<file path="config.mk">
export PLATFORM = sky130hd
export DESIGN_NAME = l2_tcdm_interleaved_xbar_flat
export DESIGN_NICKNAME = d
export VERILOG_FILES = /design/src/rtl/l2_tcdm_interleaved_xbar_if.sv /design/src/rtl/l2_tcdm_interleaved_xbar.sv /design/src/flat_wrapper.sv
export SDC_FILE = /design/constraint.sdc
export NUM_CORES = 2
export LEC_CHECK = 0
export CORE_AREA = 2 2 502 504
export CTS_BUF_LIST = sky130_fd_sc_hd__clkbuf_4 sky130_fd_sc_hd__clkbuf_8
export CTS_CLUSTER_DIAMETER = 60
export DETAILED_ROUTE_END_ITERATION = 10
export DIE_AREA = 0 0 504 506
export SYNTH_ARGS = -nofsm -noshare
export SYNTH_HDL_FRONTEND = slang
export SYNTH_SLANG_ARGS = --single-unit
export TNS_END_PERCENT = 5
</file>
<file path="constraint.sdc">
create_clock -name clk_i -period 11.2 [get_ports clk_i]
set_clock_uncertainty 0.1 [all_clocks]
set_input_delay 1.12 -clock clk_i [delete_from_list [all_inputs] [get_ports clk_i]]
set_output_delay 1.12 -clock clk_i [all_outputs]
set_load 0.02 [all_outputs]
</file>
<file path="src/rtl/l2_tcdm_interleaved_xbar_if.sv">
// l2_tcdm_interleaved_xbar_if: TCDM master-side requests/responses and L2 bank-side drive of the crossbar
interface l2_tcdm_interleaved_xbar_if #(
  parameter int NB_MASTERS      = 6,
  parameter int NB_BANKS        = 8,
  parameter int ADDR_WIDTH      = 32,
  parameter int DATA_WIDTH      = 32,
  parameter int BANK_ADDR_WIDTH = 15
);
  logic [NB_MASTERS-1:0]                 mst_req_i;
  logic [NB_MASTERS*ADDR_WIDTH-1:0]      mst_add_i;
  logic [NB_MASTERS-1:0]                 mst_wen_i;
  logic [NB_MASTERS*DATA_WIDTH-1:0]      mst_wdata_i;
  logic [NB_MASTERS*DATA_WIDTH/8-1:0]    mst_be_i;
  logic [NB_MASTERS-1:0]                 mst_gnt_o;
  logic [NB_MASTERS-1:0]                 mst_r_valid_o;
  logic [NB_MASTERS*DATA_WIDTH-1:0]      mst_r_rdata_o;
  logic [NB_BANKS-1:0]                   bank_req_o;
  logic [NB_BANKS*BANK_ADDR_WIDTH-1:0]   bank_add_o;
  logic [NB_BANKS-1:0]                   bank_wen_o;
  logic [NB_BANKS*DATA_WIDTH-1:0]        bank_wdata_o;
  logic [NB_BANKS*DATA_WIDTH/8-1:0]      bank_be_o;
  logic [NB_BANKS*DATA_WIDTH-1:0]        bank_rdata_i;
  modport slave (
    input  mst_req_i, mst_add_i, mst_wen_i, mst_wdata_i, mst_be_i, bank_rdata_i,
    output mst_gnt_o, mst_r_valid_o, mst_r_rdata_o,
           bank_req_o, bank_add_o, bank_wen_o, bank_wdata_o, bank_be_o
  );
  modport master (
    output mst_req_i, mst_add_i, mst_wen_i, mst_wdata_i, mst_be_i, bank_rdata_i,
    input  mst_gnt_o, mst_r_valid_o, mst_r_rdata_o,
           bank_req_o, bank_add_o, bank_wen_o, bank_wdata_o, bank_be_o
  );
endinterface

</file>
<file path="src/rtl/l2_tcdm_interleaved_xbar.sv">
// l2_tcdm_interleaved_xbar: word-interleaved TCDM-to-L2 crossbar with per-bank RR/fixed arbitration and registered response routing
module l2_tcdm_interleaved_xbar #(
  parameter int NB_MASTERS      = 6,
  parameter int NB_BANKS        = 8,
  parameter int ADDR_WIDTH      = 32,
  parameter int DATA_WIDTH      = 32,
  parameter int BANK_ADDR_WIDTH = 15,
  parameter int ARB_MODE        = 0
) (
  input logic clk_i,
  input logic rst_ni,
  l2_tcdm_interleaved_xbar_if.slave bus
);
  localparam int LB = $clog2(NB_BANKS);
  localparam int PW = NB_MASTERS > 1 ? $clog2(NB_MASTERS) : 1;
  localparam int BW = DATA_WIDTH / 8;
  logic [LB-1:0]              w_bank [NB_MASTERS];
  logic [BANK_ADDR_WIDTH-1:0] w_row  [NB_MASTERS];
  logic [NB_BANKS-1:0]        w_bvalid;
  logic [PW-1:0]              w_win  [NB_BANKS];
  logic [PW-1:0]              r_rr_q [NB_BANKS];
  logic [NB_MASTERS-1:0]      w_gnt;
  logic [NB_MASTERS-1:0]      r_pending_q;
  logic [LB-1:0]              r_bank_q [NB_MASTERS];
  logic                       w_unused;
  // byte offset and bits above the row field are dropped, so addresses wrap modulo L2 size
  assign w_unused = ^bus.mst_add_i;
  always_comb begin
    for (int m = 0; m < NB_MASTERS; m++) begin
      w_bank[m] = bus.mst_add_i[m*ADDR_WIDTH+2 +: LB];
      w_row[m]  = bus.mst_add_i[m*ADDR_WIDTH+2+LB +: BANK_ADDR_WIDTH];
    end
  end
  // scan downwards from the pointer so the first requester at/after it is the last one written
  always_comb begin
    int j;
    j = 0;
    w_bvalid = '0;
    for (int b = 0; b < NB_BANKS; b++) begin
      w_win[b] = '0;
      for (int k = NB_MASTERS-1; k >= 0; k--) begin
        j = (ARB_MODE == 0 ? int'(r_rr_q[b]) : 0) + k;
        j = j >= NB_MASTERS ? j - NB_MASTERS : j;
        if (bus.mst_req_i[j] && w_bank[j] == LB'(b)) begin
          w_bvalid[b] = 1'b1;
          w_win[b]    = PW'(j);
        end
      end
    end
  end
  always_comb begin
    for (int m = 0; m < NB_MASTERS; m++)
      w_gnt[m] = bus.mst_req_i[m] && w_bvalid[w_bank[m]] && w_win[w_bank[m]] == PW'(m);
  end
  assign bus.mst_gnt_o = w_gnt;
  always_comb begin
    for (int b = 0; b < NB_BANKS; b++) begin
      bus.bank_req_o[b] = w_bvalid[b];
      bus.bank_add_o[b*BANK_ADDR_WIDTH +: BANK_ADDR_WIDTH] = w_bvalid[b] ? w_row[w_win[b]] : '0;
      bus.bank_wen_o[b] = w_bvalid[b] ? bus.mst_wen_i[w_win[b]] : 1'b1;
      bus.bank_wdata_o[b*DATA_WIDTH +: DATA_WIDTH] = w_bvalid[b] ? bus.mst_wdata_i[w_win[b]*DATA_WIDTH +: DATA_WIDTH] : '0;
      bus.bank_be_o[b*BW +: BW] = w_bvalid[b] ? bus.mst_be_i[w_win[b]*BW +: BW] : '0;
    end
  end
  always_ff @(posedge clk_i or negedge rst_ni) begin
    if (!rst_ni) begin
      r_pending_q <= '0;
      for (int m = 0; m < NB_MASTERS; m++) r_bank_q[m] <= '0;
      for (int b = 0; b < NB_BANKS; b++) r_rr_q[b] <= '0;
    end else begin
      r_pending_q <= w_gnt;
      for (int m = 0; m < NB_MASTERS; m++) if (w_gnt[m]) r_bank_q[m] <= w_bank[m];
      for (int b = 0; b < NB_BANKS; b++)
        if (w_bvalid[b]) r_rr_q[b] <= w_win[b] == PW'(NB_MASTERS-1) ? '0 : w_win[b] + 1'b1;
    end
  end
  assign bus.mst_r_valid_o = r_pending_q;
  always_comb begin
    for (int m = 0; m < NB_MASTERS; m++)
      bus.mst_r_rdata_o[m*DATA_WIDTH +: DATA_WIDTH] = r_pending_q[m] ? bus.bank_rdata_i[r_bank_q[m]*DATA_WIDTH +: DATA_WIDTH] : '0;
  end
endmodule

</file>
<file path="src/flat_wrapper.sv">
// flat-port wrapper written by rule: the top's interface ports become plain ports
module l2_tcdm_interleaved_xbar_flat 
#(
  parameter int NB_MASTERS      = 6,
  parameter int NB_BANKS        = 8,
  parameter int ADDR_WIDTH      = 32,
  parameter int DATA_WIDTH      = 32,
  parameter int BANK_ADDR_WIDTH = 15,
  parameter int ARB_MODE        = 0
)
  (clk_i, rst_ni, bus_mst_req_i, bus_mst_add_i, bus_mst_wen_i, bus_mst_wdata_i, bus_mst_be_i, bus_bank_rdata_i, bus_mst_gnt_o, bus_mst_r_valid_o, bus_mst_r_rdata_o, bus_bank_req_o, bus_bank_add_o, bus_bank_wen_o, bus_bank_wdata_o, bus_bank_be_o);
  l2_tcdm_interleaved_xbar_if #(.NB_MASTERS(NB_MASTERS), .NB_BANKS(NB_BANKS), .ADDR_WIDTH(ADDR_WIDTH), .DATA_WIDTH(DATA_WIDTH), .BANK_ADDR_WIDTH(BANK_ADDR_WIDTH)) bus_i ();
  input logic clk_i;
  input logic rst_ni;
  input wire logic [$bits(bus_i.mst_req_i)-1:0] bus_mst_req_i;
  input wire logic [$bits(bus_i.mst_add_i)-1:0] bus_mst_add_i;
  input wire logic [$bits(bus_i.mst_wen_i)-1:0] bus_mst_wen_i;
  input wire logic [$bits(bus_i.mst_wdata_i)-1:0] bus_mst_wdata_i;
  input wire logic [$bits(bus_i.mst_be_i)-1:0] bus_mst_be_i;
  input wire logic [$bits(bus_i.bank_rdata_i)-1:0] bus_bank_rdata_i;
  output wire logic [$bits(bus_i.mst_gnt_o)-1:0] bus_mst_gnt_o;
  output wire logic [$bits(bus_i.mst_r_valid_o)-1:0] bus_mst_r_valid_o;
  output wire logic [$bits(bus_i.mst_r_rdata_o)-1:0] bus_mst_r_rdata_o;
  output wire logic [$bits(bus_i.bank_req_o)-1:0] bus_bank_req_o;
  output wire logic [$bits(bus_i.bank_add_o)-1:0] bus_bank_add_o;
  output wire logic [$bits(bus_i.bank_wen_o)-1:0] bus_bank_wen_o;
  output wire logic [$bits(bus_i.bank_wdata_o)-1:0] bus_bank_wdata_o;
  output wire logic [$bits(bus_i.bank_be_o)-1:0] bus_bank_be_o;
  assign bus_i.mst_req_i = bus_mst_req_i;
  assign bus_i.mst_add_i = bus_mst_add_i;
  assign bus_i.mst_wen_i = bus_mst_wen_i;
  assign bus_i.mst_wdata_i = bus_mst_wdata_i;
  assign bus_i.mst_be_i = bus_mst_be_i;
  assign bus_i.bank_rdata_i = bus_bank_rdata_i;
  assign bus_mst_gnt_o = bus_i.mst_gnt_o;
  assign bus_mst_r_valid_o = bus_i.mst_r_valid_o;
  assign bus_mst_r_rdata_o = bus_i.mst_r_rdata_o;
  assign bus_bank_req_o = bus_i.bank_req_o;
  assign bus_bank_add_o = bus_i.bank_add_o;
  assign bus_bank_wen_o = bus_i.bank_wen_o;
  assign bus_bank_wdata_o = bus_i.bank_wdata_o;
  assign bus_bank_be_o = bus_i.bank_be_o;
  l2_tcdm_interleaved_xbar #(.NB_MASTERS(NB_MASTERS), .NB_BANKS(NB_BANKS), .ADDR_WIDTH(ADDR_WIDTH), .DATA_WIDTH(DATA_WIDTH), .BANK_ADDR_WIDTH(BANK_ADDR_WIDTH), .ARB_MODE(ARB_MODE)) u_core (.clk_i(clk_i), .rst_ni(rst_ni), .bus(bus_i));
endmodule
</file>
==> out/qor.csv <==
stage,metric,value,unit
routing,vias_per_cell,5.67,
worst_setup_path,timing.rr.start,u_core.r_rr_q[0]$_DFFE_PN0N_,
worst_setup_path,crit_chain,clkdlybuf4s50_1 > nor4b_1 > mux2i_1 > or2_1 > o311a_1 > or3b_1 > o21ai_1 > a211oi_4 > buf_12 > mux2i_1 > nand2_1 > a21oi_1 > a211oi_1 > clkdlybuf4s50_1,
die,placementRows,184,
synth,syn_area,46100,µm²
routing,final_antenna_net_count,0,
synth,synth_common_cells,"mux2i_1, nand2_1, clkbuf_1, a211oi_1, mux4_2",
die,core,250000,µm²
routing,drtPass1Iterations,6,
sta,finalCriticalPeriod,8.61,ns
global_route,grt_usage,23.1,%
flow_run,drv_cap,1,
sta,relSlewSlack,0.535,%
clock_tree,cts-root-buf,clkbuf_8,
cells_and_area,register_area,1240,µm²
synth,syn_inst,5647,
worst_setup_path,cp.required,9.98,ns
cells_and_area,area_growth,33.0,%
synth,syn_nets,6416,
synth,synth_cell_types,108,
global_route,first_global_vias,51400,
clock_tree,cts_buffers,5,
global_route,antenna_found_initial,95,
synth,yosys.area.top_type,mux2i_1,
routing,drc,0,
synth,ys_top_cells_by_area,"mux2i_1, mux4_2, a211oi_1",
sta,fmaxAchievable,0.116,GHz
worst_setup_path,path_max_fanout,57,
place,gp_congestion,0.983,
worst_setup_path,cp-end-kind,primary output,
clock_tree,clk_pin_slew,0.12,ns
clock_tree,post-cts-setup-buffers,0,
sta,hold_violations,0,
clock_tree,htreeDepth,2,
sta,drv_slew,0,
clock_tree,cts_tree,done,
worst_setup_path,startpoint_type,input port,
synth,netlist.area_leader.share,30.2,%
global_route,grt_pass1_wl,429,mm
routing,wl_per_cell,32.5,µm
synth,avgSynthCellArea,8.17,µm²
die,die_area,255000,µm²
worst_setup_path,path_class,input port to primary output,
routing,routed_wl,314,mm
routing,via_count,54700,
die,start_util,18.4,%
synth,async_flop_share,100,%
worst_setup_path,critPathMaxStageDelay,1.08,ns
worst_setup_path,worst_ep_arrival_time,7.39,ns
sta,setup_viol_count_final,0,
outcome,status,"complete, but fails checks",
sta,rsz0062_at_grt,false,
die,die_w,504,µm
global_route,grt_max_degree,89,
cells_and_area,final_nets,7009,
synth,yosysWarnings,0,
synth,ys_ff_latch,48,
outcome,failed_checks,capacitance limit,
die,dieHeight,506,µm
clock_tree,cts.repair.resized,0,
clock_tree,insertion_delay,0.36,ns
synth,synth_most_common_cell,mux2i_1,
worst_hold_path,hold_class,register to register,
worst_hold_path,hp-start,u_core.r_bank_q[14]$_DFFE_PN0P_,
clock_tree,cts.sinks,48,
worst_setup_path,startpoint,bus_mst_add_i[98],
cells_and_area,multi_input_area,41600,µm²
place,post-dp-hpwl,235,mm
cells_and_area,drive_gt1_share,12.9,%
worst_setup_path,crit_slowest_cell,a211oi_1,
place,port_buffers,1221,
die,pin_count,1306,
cells_and_area,fill_cells,27200,
sta,tightest_slew,1.45,ns
synth,synth_edf_count,0,
clock_tree,cts_hold_buf,0,
routing,drtIter0Drc,7178,
sta,fin_crit_sh,76.9,%
clock_tree,cts_buffer_depth,2,
synth,synth-seq-area-share,2.60,%
synth,synth-main-ff-cell,dfrtp_1,
global_route,grt_overflow,0,
sta,fin_setup_tns,0,ns
logic make-up (layout without fill, tap and decap cells):
family	Yosys count	in the layout	share of synthesized area [%]
buf+inv	882	1476	7.90
other cells	0	72	0
simple gates	1437	1437	14.5
flops	48	48	2.60
xor+xnor	38	38	0.771
fa+ha+maj	92	92	2.49
compound gates	1228	1228	18.7
mux	1922	1922	53.0
state kept, by name, summed over array words and instances (netlist names):
signal / flops
u_core.r_rr_q: 24
u_core.r_bank_q: 18
u_core.bus.mst_r_valid_o: 6
worst max-delay path, delay by kind of cell:
kind	cells	cell delay (ns)
compound gates	5	2.01
mux	2	0.37
simple gates	4	1.64
buf+inv	3	2.09
worst paths after layout:
path	to	slack [ns]	cells past startpoint
max	bus_bank_wdata_o[19]	2.59	14
min	u_core.r_bank_q[14]$_DFFE_PN0P_	0.40	1
max reg2reg	u_core.r_bank_q[7]$_DFFE_PN0P_	4.76	15
min reg2reg	u_core.r_bank_q[14]$_DFFE_PN0P_	0.40	1
max in group asynchronous	u_core.r_bank_q[0]$_DFFE_PN0P_	9.61	2
min in group asynchronous	u_core.r_rr_q[23]$_DFFE_PN0N_	0.79	2
stage by stage:
step | hold WS (ns) | utilization (%) | instances | setup WS, ns | instance area (µm²)
floorplan | 0.482 | - | 5647 | 5.54 | 46100
global placement | 0.372 | 24.4 | 9581 | 2.64 | 61000
detailed placement | 0.377 | 24.4 | 9581 | 2.72 | 61000
CTS | 0.404 | 24.5 | 9589 | 2.70 | 61100
global route | 0.432 | 24.5 | 9637 | 2.33 | 61300
finish | 0.403 | 24.5 | 9661 | 2.59 | 61300
cell usage in the layout (no fill, tap or decap), types with 115 or more instances in the layout:
cell type | netlist | layout
nor2_1 | 278 | 274
mux2_2 | 115 | 115
buf_4 | 24 | 131
mux4_2 | 403 | 403
clkdlybuf4s50_1 | 0 | 1220
nor2b_1 | 138 | 138
a211oi_1 | 412 | 411
nand2_1 | 720 | 718
a21oi_1 | 279 | 279
mux2i_1 | 1391 | 1391
area by class of cell:
cell class / count / area share, %
well taps: 3348 / 6.83
flip-flops and latches: 48 / 2.02
clock inverters: 2 / 0.0571
diodes: 72 / 0.294
repair buffers: 1376 / 22.3
inverters: 92 / 0.569
clock buffers: 6 / 0.124
multi-input cells: 4717 / 67.8
metal layers:
metal | track usage, % | vias to the layer above | wire [µm]
li1 | - | 22700 | -
met4 | 14.1 | 20 | 23500
met1 | 27.0 | 27000 | 116000
met3 | 5.59 | 900 | 30500
met5 | 0 | - | 136
met2 | 38.2 | 4140 | 144000
Power is left out: the tool's default activity adds up to more than one toggle a clock period on the data nets, which glitch-free logic cannot reach.
